$ cat config.mk
export PLATFORM = sky130hd
export DESIGN_NAME = alu_mc_flat
export DESIGN_NICKNAME = d
export VERILOG_FILES = /design/src/rtl/alu_mc_if.sv /design/src/rtl/alu_mc.sv /design/src/flat_wrapper.sv
export SDC_FILE = /design/constraint.sdc
export NUM_CORES = 1
export LEC_CHECK = 0
export ABC_AREA = 0
export CORE_MARGIN = 1.5
export CORE_UTILIZATION = 25
export DETAILED_ROUTE_END_ITERATION = 10
export GPL_TIMING_DRIVEN = 0
export SKIP_CTS_REPAIR_TIMING = 1
export SLEW_MARGIN = 5
export SYNTH_ARGS = -nofsm -noshare
export SYNTH_HDL_FRONTEND = slang
export SYNTH_SLANG_ARGS = --single-unit
$ cat constraint.sdc
create_clock -name clk -period 4.7 [get_ports clk]
set_input_delay 0.94 -clock clk [delete_from_list [all_inputs] [get_ports clk]]
set_output_delay 0.94 -clock clk [all_outputs]
set_load 0.02 [all_outputs]
$ cat src/rtl/alu_mc_if.sv
// rtl/alu_mc_if.sv - start/busy/done request and result bundle for alu_mc
interface alu_mc_if #(
  parameter int WIDTH = 32
);
  logic             start;
  logic [3:0]       op;
  logic [WIDTH-1:0] A;
  logic [WIDTH-1:0] B;
  logic             busy;
  logic             done;
  logic [WIDTH-1:0] y;
  logic [WIDTH-1:0] hi;
  logic             zero;
  logic             dz;
  logic             illegal;

  // Requester side (controller or bench)
  modport master (
    output start, op, A, B,
    input  busy, done, y, hi, zero, dz, illegal
  );

  // ALU side
  modport slave (
    input  start, op, A, B,
    output busy, done, y, hi, zero, dz, illegal
  );
endinterface

$ cat src/rtl/alu_mc.sv
// rtl/alu_mc.sv - registered multi-cycle ALU with iterative mul/div; ALU_MC_SIGNED_MUL_EN adds signed mul and signed slt
module alu_mc #(
  parameter int WIDTH = 32,
  parameter int SHW   = $clog2(WIDTH)
) (
  input  logic     clk,
  input  logic     rst_n,
  alu_mc_if.slave  bus
);

  localparam int CW = $clog2(WIDTH + 1);

  localparam logic [3:0] OP_AND  = 4'b0000;
  localparam logic [3:0] OP_OR   = 4'b0001;
  localparam logic [3:0] OP_ADD  = 4'b0010;
  localparam logic [3:0] OP_XOR  = 4'b0011;
  localparam logic [3:0] OP_NOR  = 4'b0100;
  localparam logic [3:0] OP_SUB  = 4'b0110;
  localparam logic [3:0] OP_SLT  = 4'b0111;
  localparam logic [3:0] OP_SLL  = 4'b1000;
  localparam logic [3:0] OP_SRL  = 4'b1001;
  localparam logic [3:0] OP_SRA  = 4'b1010;
  localparam logic [3:0] OP_MULU = 4'b1100;
  localparam logic [3:0] OP_DIVU = 4'b1101;
`ifdef ALU_MC_SIGNED_MUL_EN
  localparam logic [3:0] OP_SLTU = 4'b1011;
  localparam logic [3:0] OP_MULS = 4'b1110;
`endif

  typedef enum logic [1:0] {IDLE, RUN, FIN} state_t;

  state_t           state, state_nx;
  logic             accept, go_run, last, multi;
  logic [CW-1:0]    cnt;

  // Shared iteration registers: mul uses {acc_hi,acc_lo} as the product
  // shifting right with the multiplier in acc_lo; div uses acc_hi as the
  // partial remainder and acc_lo as dividend shifting into quotient.
  logic [WIDTH-1:0] acc_hi, acc_lo, opnd;
  logic             is_div;
`ifdef ALU_MC_SIGNED_MUL_EN
  logic             neg;
  logic [WIDTH-1:0] mag_a, mag_b;
  logic             is_muls;
`endif

  logic [WIDTH-1:0] y_q, hi_q;
  logic             zero_q, dz_q, ill_q;

  logic [WIDTH-1:0] sc_y, sc_hi;
  logic             sc_dz, sc_ill;
  logic [SHW-1:0]   shamt;

  logic [WIDTH:0]   add_sum;
  logic [WIDTH:0]   shifted;
  logic             ge;
  logic [WIDTH-1:0] div_diff;
  logic [WIDTH-1:0] step_hi, step_lo;
  logic [WIDTH-1:0] fin_hi, fin_lo;

  assign shamt = bus.B[SHW-1:0];

  // Ops that go through the iterative RUN state; div by zero short-circuits
  always_comb begin
    multi = (bus.op == OP_MULU) || ((bus.op == OP_DIVU) && (bus.B != '0));
`ifdef ALU_MC_SIGNED_MUL_EN
    if (bus.op == OP_MULS) multi = 1'b1;
`endif
  end

  // Next-state and handshake decode
  always_comb begin
    state_nx = state;
    accept   = 1'b0;
    go_run   = 1'b0;
    last     = 1'b0;
    case (state)
      IDLE: begin
        if (bus.start) begin
          accept = 1'b1;
          if (multi) begin
            go_run   = 1'b1;
            state_nx = RUN;
          end else begin
            state_nx = FIN;
          end
        end
      end
      RUN: begin
        if (cnt == CW'(1)) begin
          last     = 1'b1;
          state_nx = FIN;
        end
      end
      FIN:     state_nx = IDLE;
      default: state_nx = IDLE;
    endcase
  end

  // State register
  always_ff @(posedge clk) begin
    if (!rst_n) state <= IDLE;
    else        state <= state_nx;
  end

  // Single-cycle results, including the divide-by-zero and illegal outcomes
  always_comb begin
    sc_y   = '0;
    sc_hi  = '0;
    sc_dz  = 1'b0;
    sc_ill = 1'b0;
    case (bus.op)
      OP_AND:  sc_y = bus.A & bus.B;
      OP_OR:   sc_y = bus.A | bus.B;
      OP_ADD:  sc_y = bus.A + bus.B;
      OP_XOR:  sc_y = bus.A ^ bus.B;
      OP_NOR:  sc_y = ~(bus.A | bus.B);
      OP_SUB:  sc_y = bus.A - bus.B;
`ifdef ALU_MC_SIGNED_MUL_EN
      OP_SLT:  sc_y = {{(WIDTH-1){1'b0}}, ($signed(bus.A) < $signed(bus.B))};
      OP_SLTU: sc_y = {{(WIDTH-1){1'b0}}, (bus.A < bus.B)};
      OP_MULS: sc_y = '0;
`else
      OP_SLT:  sc_y = {{(WIDTH-1){1'b0}}, (bus.A < bus.B)};
`endif
      OP_SLL:  sc_y = bus.A << shamt;
      OP_SRL:  sc_y = bus.A >> shamt;
      OP_SRA:  sc_y = $signed(bus.A) >>> shamt;
      OP_MULU: sc_y = '0;
      OP_DIVU: begin
        sc_y  = '1;
        sc_hi = bus.A;
        sc_dz = 1'b1;
      end
      default: sc_ill = 1'b1;
    endcase
  end

`ifdef ALU_MC_SIGNED_MUL_EN
  // Magnitudes for signed multiply; unsigned mul passes operands through
  always_comb begin
    is_muls = (bus.op == OP_MULS);
    mag_a   = (is_muls && bus.A[WIDTH-1]) ? (~bus.A + 1'b1) : bus.A;
    mag_b   = (is_muls && bus.B[WIDTH-1]) ? (~bus.B + 1'b1) : bus.B;
  end
`endif

  // One iteration step for mul (shift-add) and div (restoring)
  always_comb begin
    add_sum  = {1'b0, acc_hi} + {1'b0, (acc_lo[0] ? opnd : {WIDTH{1'b0}})};
    shifted  = {acc_hi, acc_lo[WIDTH-1]};
    ge       = (shifted >= {1'b0, opnd});
    div_diff = shifted[WIDTH-1:0] - opnd;
    if (is_div) begin
      step_hi = ge ? div_diff : shifted[WIDTH-1:0];
      step_lo = {acc_lo[WIDTH-2:0], ge};
    end else begin
      step_hi = add_sum[WIDTH:1];
      step_lo = {add_sum[0], acc_lo[WIDTH-1:1]};
    end
`ifdef ALU_MC_SIGNED_MUL_EN
    if (neg) {fin_hi, fin_lo} = ~{step_hi, step_lo} + 1'b1;
    else     {fin_hi, fin_lo} = {step_hi, step_lo};
`else
    fin_hi = step_hi;
    fin_lo = step_lo;
`endif
  end

  // Operand capture, iteration datapath and result registers
  always_ff @(posedge clk) begin
    if (!rst_n) begin
      cnt    <= '0;
      acc_hi <= '0;
      acc_lo <= '0;
      opnd   <= '0;
      is_div <= 1'b0;
`ifdef ALU_MC_SIGNED_MUL_EN
      neg    <= 1'b0;
`endif
      y_q    <= '0;
      hi_q   <= '0;
      zero_q <= 1'b0;
      dz_q   <= 1'b0;
      ill_q  <= 1'b0;
    end else begin
      if (accept) begin
        zero_q <= (bus.A == bus.B);
        if (go_run) begin
          dz_q   <= 1'b0;
          ill_q  <= 1'b0;
          cnt    <= CW'(WIDTH);
          acc_hi <= '0;
          is_div <= (bus.op == OP_DIVU);
          if (bus.op == OP_DIVU) begin
            acc_lo <= bus.A;
            opnd   <= bus.B;
          end else begin
`ifdef ALU_MC_SIGNED_MUL_EN
            acc_lo <= mag_b;
            opnd   <= mag_a;
`else
            acc_lo <= bus.B;
            opnd   <= bus.A;
`endif
          end
`ifdef ALU_MC_SIGNED_MUL_EN
          neg <= is_muls && (bus.A[WIDTH-1] ^ bus.B[WIDTH-1]);
`endif
        end else begin
          y_q   <= sc_y;
          hi_q  <= sc_hi;
          dz_q  <= sc_dz;
          ill_q <= sc_ill;
        end
      end
      if (state == RUN) begin
        acc_hi <= step_hi;
        acc_lo <= step_lo;
        cnt    <= cnt - CW'(1);
        if (last) begin
          y_q  <= fin_lo;
          hi_q <= fin_hi;
        end
      end
    end
  end

  assign bus.busy    = (state == RUN);
  assign bus.done    = (state == FIN);
  assign bus.y       = y_q;
  assign bus.hi      = hi_q;
  assign bus.zero    = zero_q;
  assign bus.dz      = dz_q;
  assign bus.illegal = ill_q;

endmodule

$ cat src/flat_wrapper.sv
// flat-port wrapper written by rule: the top's interface ports become plain ports
module alu_mc_flat 
#(
  parameter int WIDTH = 32,
  parameter int SHW   = $clog2(WIDTH)
)
  (clk, rst_n, bus_start, bus_op, bus_A, bus_B, bus_busy, bus_done, bus_y, bus_hi, bus_zero, bus_dz, bus_illegal);
  alu_mc_if #(.WIDTH(WIDTH)) bus_i ();
  input  logic clk;
  input  logic rst_n;
  input wire logic [$bits(bus_i.start)-1:0] bus_start;
  input wire logic [$bits(bus_i.op)-1:0] bus_op;
  input wire logic [$bits(bus_i.A)-1:0] bus_A;
  input wire logic [$bits(bus_i.B)-1:0] bus_B;
  output wire logic [$bits(bus_i.busy)-1:0] bus_busy;
  output wire logic [$bits(bus_i.done)-1:0] bus_done;
  output wire logic [$bits(bus_i.y)-1:0] bus_y;
  output wire logic [$bits(bus_i.hi)-1:0] bus_hi;
  output wire logic [$bits(bus_i.zero)-1:0] bus_zero;
  output wire logic [$bits(bus_i.dz)-1:0] bus_dz;
  output wire logic [$bits(bus_i.illegal)-1:0] bus_illegal;
  assign bus_i.start = bus_start;
  assign bus_i.op = bus_op;
  assign bus_i.A = bus_A;
  assign bus_i.B = bus_B;
  assign bus_busy = bus_i.busy;
  assign bus_done = bus_i.done;
  assign bus_y = bus_i.y;
  assign bus_hi = bus_i.hi;
  assign bus_zero = bus_i.zero;
  assign bus_dz = bus_i.dz;
  assign bus_illegal = bus_i.illegal;
  alu_mc #(.WIDTH(WIDTH), .SHW(SHW)) u_core (.clk(clk), .rst_n(rst_n), .bus(bus_i));
endmodule
==> impl_metrics.py <==
metrics = {
    "routing": {
        "wl_per_cell_um": 30.8,
        "vias_per_cell": 6.06,
        "vias": 26400,
        "antenna_left": 0,
        "finalWirelength_um": 134000,
        "drc_errors": 0,
        "drt_iter0_markers": 3748,
        "drt_pass1_iterations": 8,
    },
    "synthesis": {
        "syn_avg_cell_area_sq_um": 7.10,
        "syn-num-nets": 3271,
        "seq_area_frac_synth_pct": 16.0,
        "synth-edff-count": 0,
        "yosysWarnings": 0,
        "ys_seq_elements": 172,
        "async_flop_share_pct": 0,
        "yosys.cell_types.count": 96,
        "synth_flop_cell": "dfxtp_1",
        "synth.cell_area_sq_um": 21500,
        "syn_inst": 3021,
    },
    "placed_design": {
        "gp_congestion": 1.08,
        "post_dp_cell_area_sq_um": 24300,
        "dp_hpwl_um": 108000,
        "port_buffers": 137,
    },
    "global_route": {
        "grt_first_pass_wirelength_um": 185000,
        "grt_start_max_net_pins": 19,
        "met3_usage_pct": 5.88,
        "grt_use_met1_pct": 37.0,
        "top_usage_layer": "met2",
        "gr-total-overflow": 0,
        "grt_use_met2_pct": 46.8,
        "grt_usage_pct": 29.6,
        "antenna_found_initial": 3,
        "grt_pass1_vias": 25100,
    },
    "layout": {
        "layout_common_cells": "335 x nand2_1, 299 x nor2_1, 246 x o21ai_0",
        "stdcell_area_sq_um": 25500,
        "final_common_cell": "nand2_1",
        "layout-drive-gt1-share_pct": 8.08,
        "layout.nets": 3442,
        "area_growth_pct": 18.7,
    },
    "power_and_ir_drop": {
        "seqPwrFrac_pct": 28.5,
        "switchingPower_mw": 2.46,
        "clkPwrFrac_pct": 27.7,
        "p_comb_share_pct": 43.8,
        "power.leakage_nw": 10.2,
        "p_int_mw": 3.05,
        "vdd_drop_max_v": 0.000257,
        "swShare_pct": 44.7,
        "powerDensity_nw_per_um2": 216,
    },
    "setup_path": {
        "critPathRequiredTime_ps": 5110,
        "r2r_slack_ps": 210,
        "path_max_fanout": 11,
        "endpoint_kind": "flop",
        "rr_worst_depth": 9,
        "critPathKind": "in -> reg",
        "r2r_end": "u_core.bus.y[18]",
        "arrival_ps": 5220,
        "reg2reg_from": "u_core.state[1]",
        "cp-start-kind": "input pin",
    },
    "floorplan": {
        "num_rows": 107,
        "die-area_sq_um": 87600,
        "start_util_pct": 25.2,
        "die_x_um": 296,
        "core_sq_um": 85100,
        "die-height_um": 296,
        "ios": 140,
    },
    "cts": {
        "path_clk_slew_ps": 90,
        "cts_tree": "yes",
        "clock_latency_ps": 480,
        "cts_buffer_depth": 2,
        "cts_buffers": 17,
        "cts_root_buf": "clkbuf_16",
        "htree_levels": 4,
        "cts.sinks": 172,
    },
    "timing": {
        "slew_headroom_pct": -7.97,
        "max_freq_mhz": 208,
        "finalClockSkew_ps": 19.8,
        "maxSlewViolCount": 2,
        "min_period_ps": 4810,
        "whs_ps": 460,
        "tightest_slew_ps": 1600,
        "hold_viol_final": 0,
        "setup_violations": 6,
        "period_share_pct": 102,
        "fin_ws_ps": -112,
    },
    "min_path": {
        "hold_path_startpoint": "u_core.bus.zero",
        "holdPathStages": 2,
        "whs_endpoint": "u_core.bus.zero",
        "hold_path_class": "reg -> reg",
    },
    "status": {
        "violations": "max-capacitance violations, max-slew violations, negative setup slack",
        "outcome": "complete, but fails checks",
    },
    "job": {
        "cap_violations": 1,
    },
}
synth_stat cells, types with 36 or more instances:
| cell type | n | share of area (%) |
|---|---|---|
| dfxtp_1 | 172 | 16 |
| ha_1 | 175 | 10 |
| a21oi_1 | 249 | 5.8 |
| inv_1 | 150 | 2.6 |
| xnor2_1 | 53 | 2.2 |
| nand2_1 | 336 | 5.9 |
| o211ai_1 | 97 | 3.4 |
| clkbuf_1 | 175 | 3.1 |
| o21ai_0 | 250 | 5.8 |
| nor3_1 | 58 | 1.4 |
| nor2_1 | 299 | 5.2 |
| mux2i_1 | 105 | 4.9 |
| and2_1 | 43 | 1.3 |
| a211oi_1 | 58 | 2.0 |
| buf_2 | 36 | 0.84 |
| nand3_1 | 48 | 1.1 |
| mux2_2 | 39 | 2.0 |
registers in the layout, indices dropped and copies added (netlist names), 2 cells and up:
| name | count |
|---|---|
| u_core.acc_hi | 32 |
| u_core.acc_lo | 32 |
| u_core.bus.hi | 32 |
| u_core.bus.y | 32 |
| u_core.cnt | 6 |
| u_core.opnd | 32 |
| u_core.state | 2 |
worst max path at each step:
stage | startpoint | to | slack (ps) | cells past startpoint
2_1_floorplan | bus_B[1] | u_core.bus.y[16] | 390 | 16
3_3_place_gp | bus_B[3] | u_core.bus.y[0] | -2440 | 16
3_5_place_dp | bus_B[3] | u_core.bus.y[0] | -2450 | 16
4_1_cts | bus_B[3] | u_core.bus.y[0] | -1960 | 16
5_1_grt | bus_A[10] | u_core.bus.y[0] | -10 | 15
6_report | bus_B[0] | u_core.bus.zero | -110 | 11
kinds of logic after synthesis:
group / after synthesis / share of synthesized area [%]
AO/OA/AOI/OAI: 1078 / 33.5
multiplexers: 168 / 9.39
AND/OR/NAND/NOR: 949 / 19.9
buffers and inverters: 394 / 7.31
XOR/XNOR: 81 / 3.31
flip-flops: 172 / 16.0
adder cells (fa/ha/maj): 179 / 10.6
critical path, stage by stage:
cell	delay, ps
clkdlybuf4s50_1	530
clkbuf_4	310
buf_4	330
inv_1	240
buf_2	360
ha_1	390
nor4_1	1310
nand4_1	220
nor2_1	230
nand4_1	160
a21oi_1	180
power by group through the flow:
stage	Sequential (mW)	Combinational, mW	Clock (mW)
6_report	1.57	2.42	1.53
4_1_cts	1.56	2.23	1.52
5_1_grt	1.57	2.48	1.57
2_1_floorplan	1.58	1.31	0
3_3_place_gp	1.60	2.23	0
3_5_place_dp	1.60	2.21	0
stage by stage:
stage | worst slack (ps) | total power [mW] | cells | utilization, % | setup TNS [ps]
2_1_floorplan | 391 | 2.89 | 3021 | - | 0
3_5_place_dp | -2450 | 3.81 | 4303 | 28.5 | -93290
6_report | -112 | 5.51 | 4352 | 29.9 | -352
3_3_place_gp | -2440 | 3.83 | 4302 | 28.5 | -99060
4_1_cts | -1960 | 5.31 | 4335 | 29.2 | -40590
5_1_grt | -12.4 | 5.62 | 4349 | 29.9 | -12.4
layout make-up:
cell class                      count  area [sq um]
Multi-Input combinational cell   2455         16800
Inverter                          155           597
Antenna cell                        3          7.51
Clock buffer                       18           429
Clock inverter                     14           166
Buffer                            237          1070
Sequential cell                   172          3440
Timing Repair Buffer              154          1520
Tap cell                         1144          1430
Fill cell                        9468         59700
routing by layer:
metal	routed length, um	share of wire, %
met3	13500	10
met4	9300	6.9
met2	58500	44
met5	0	0
met1	52700	39
Note: power is estimated with default switching activity, not from simulation.
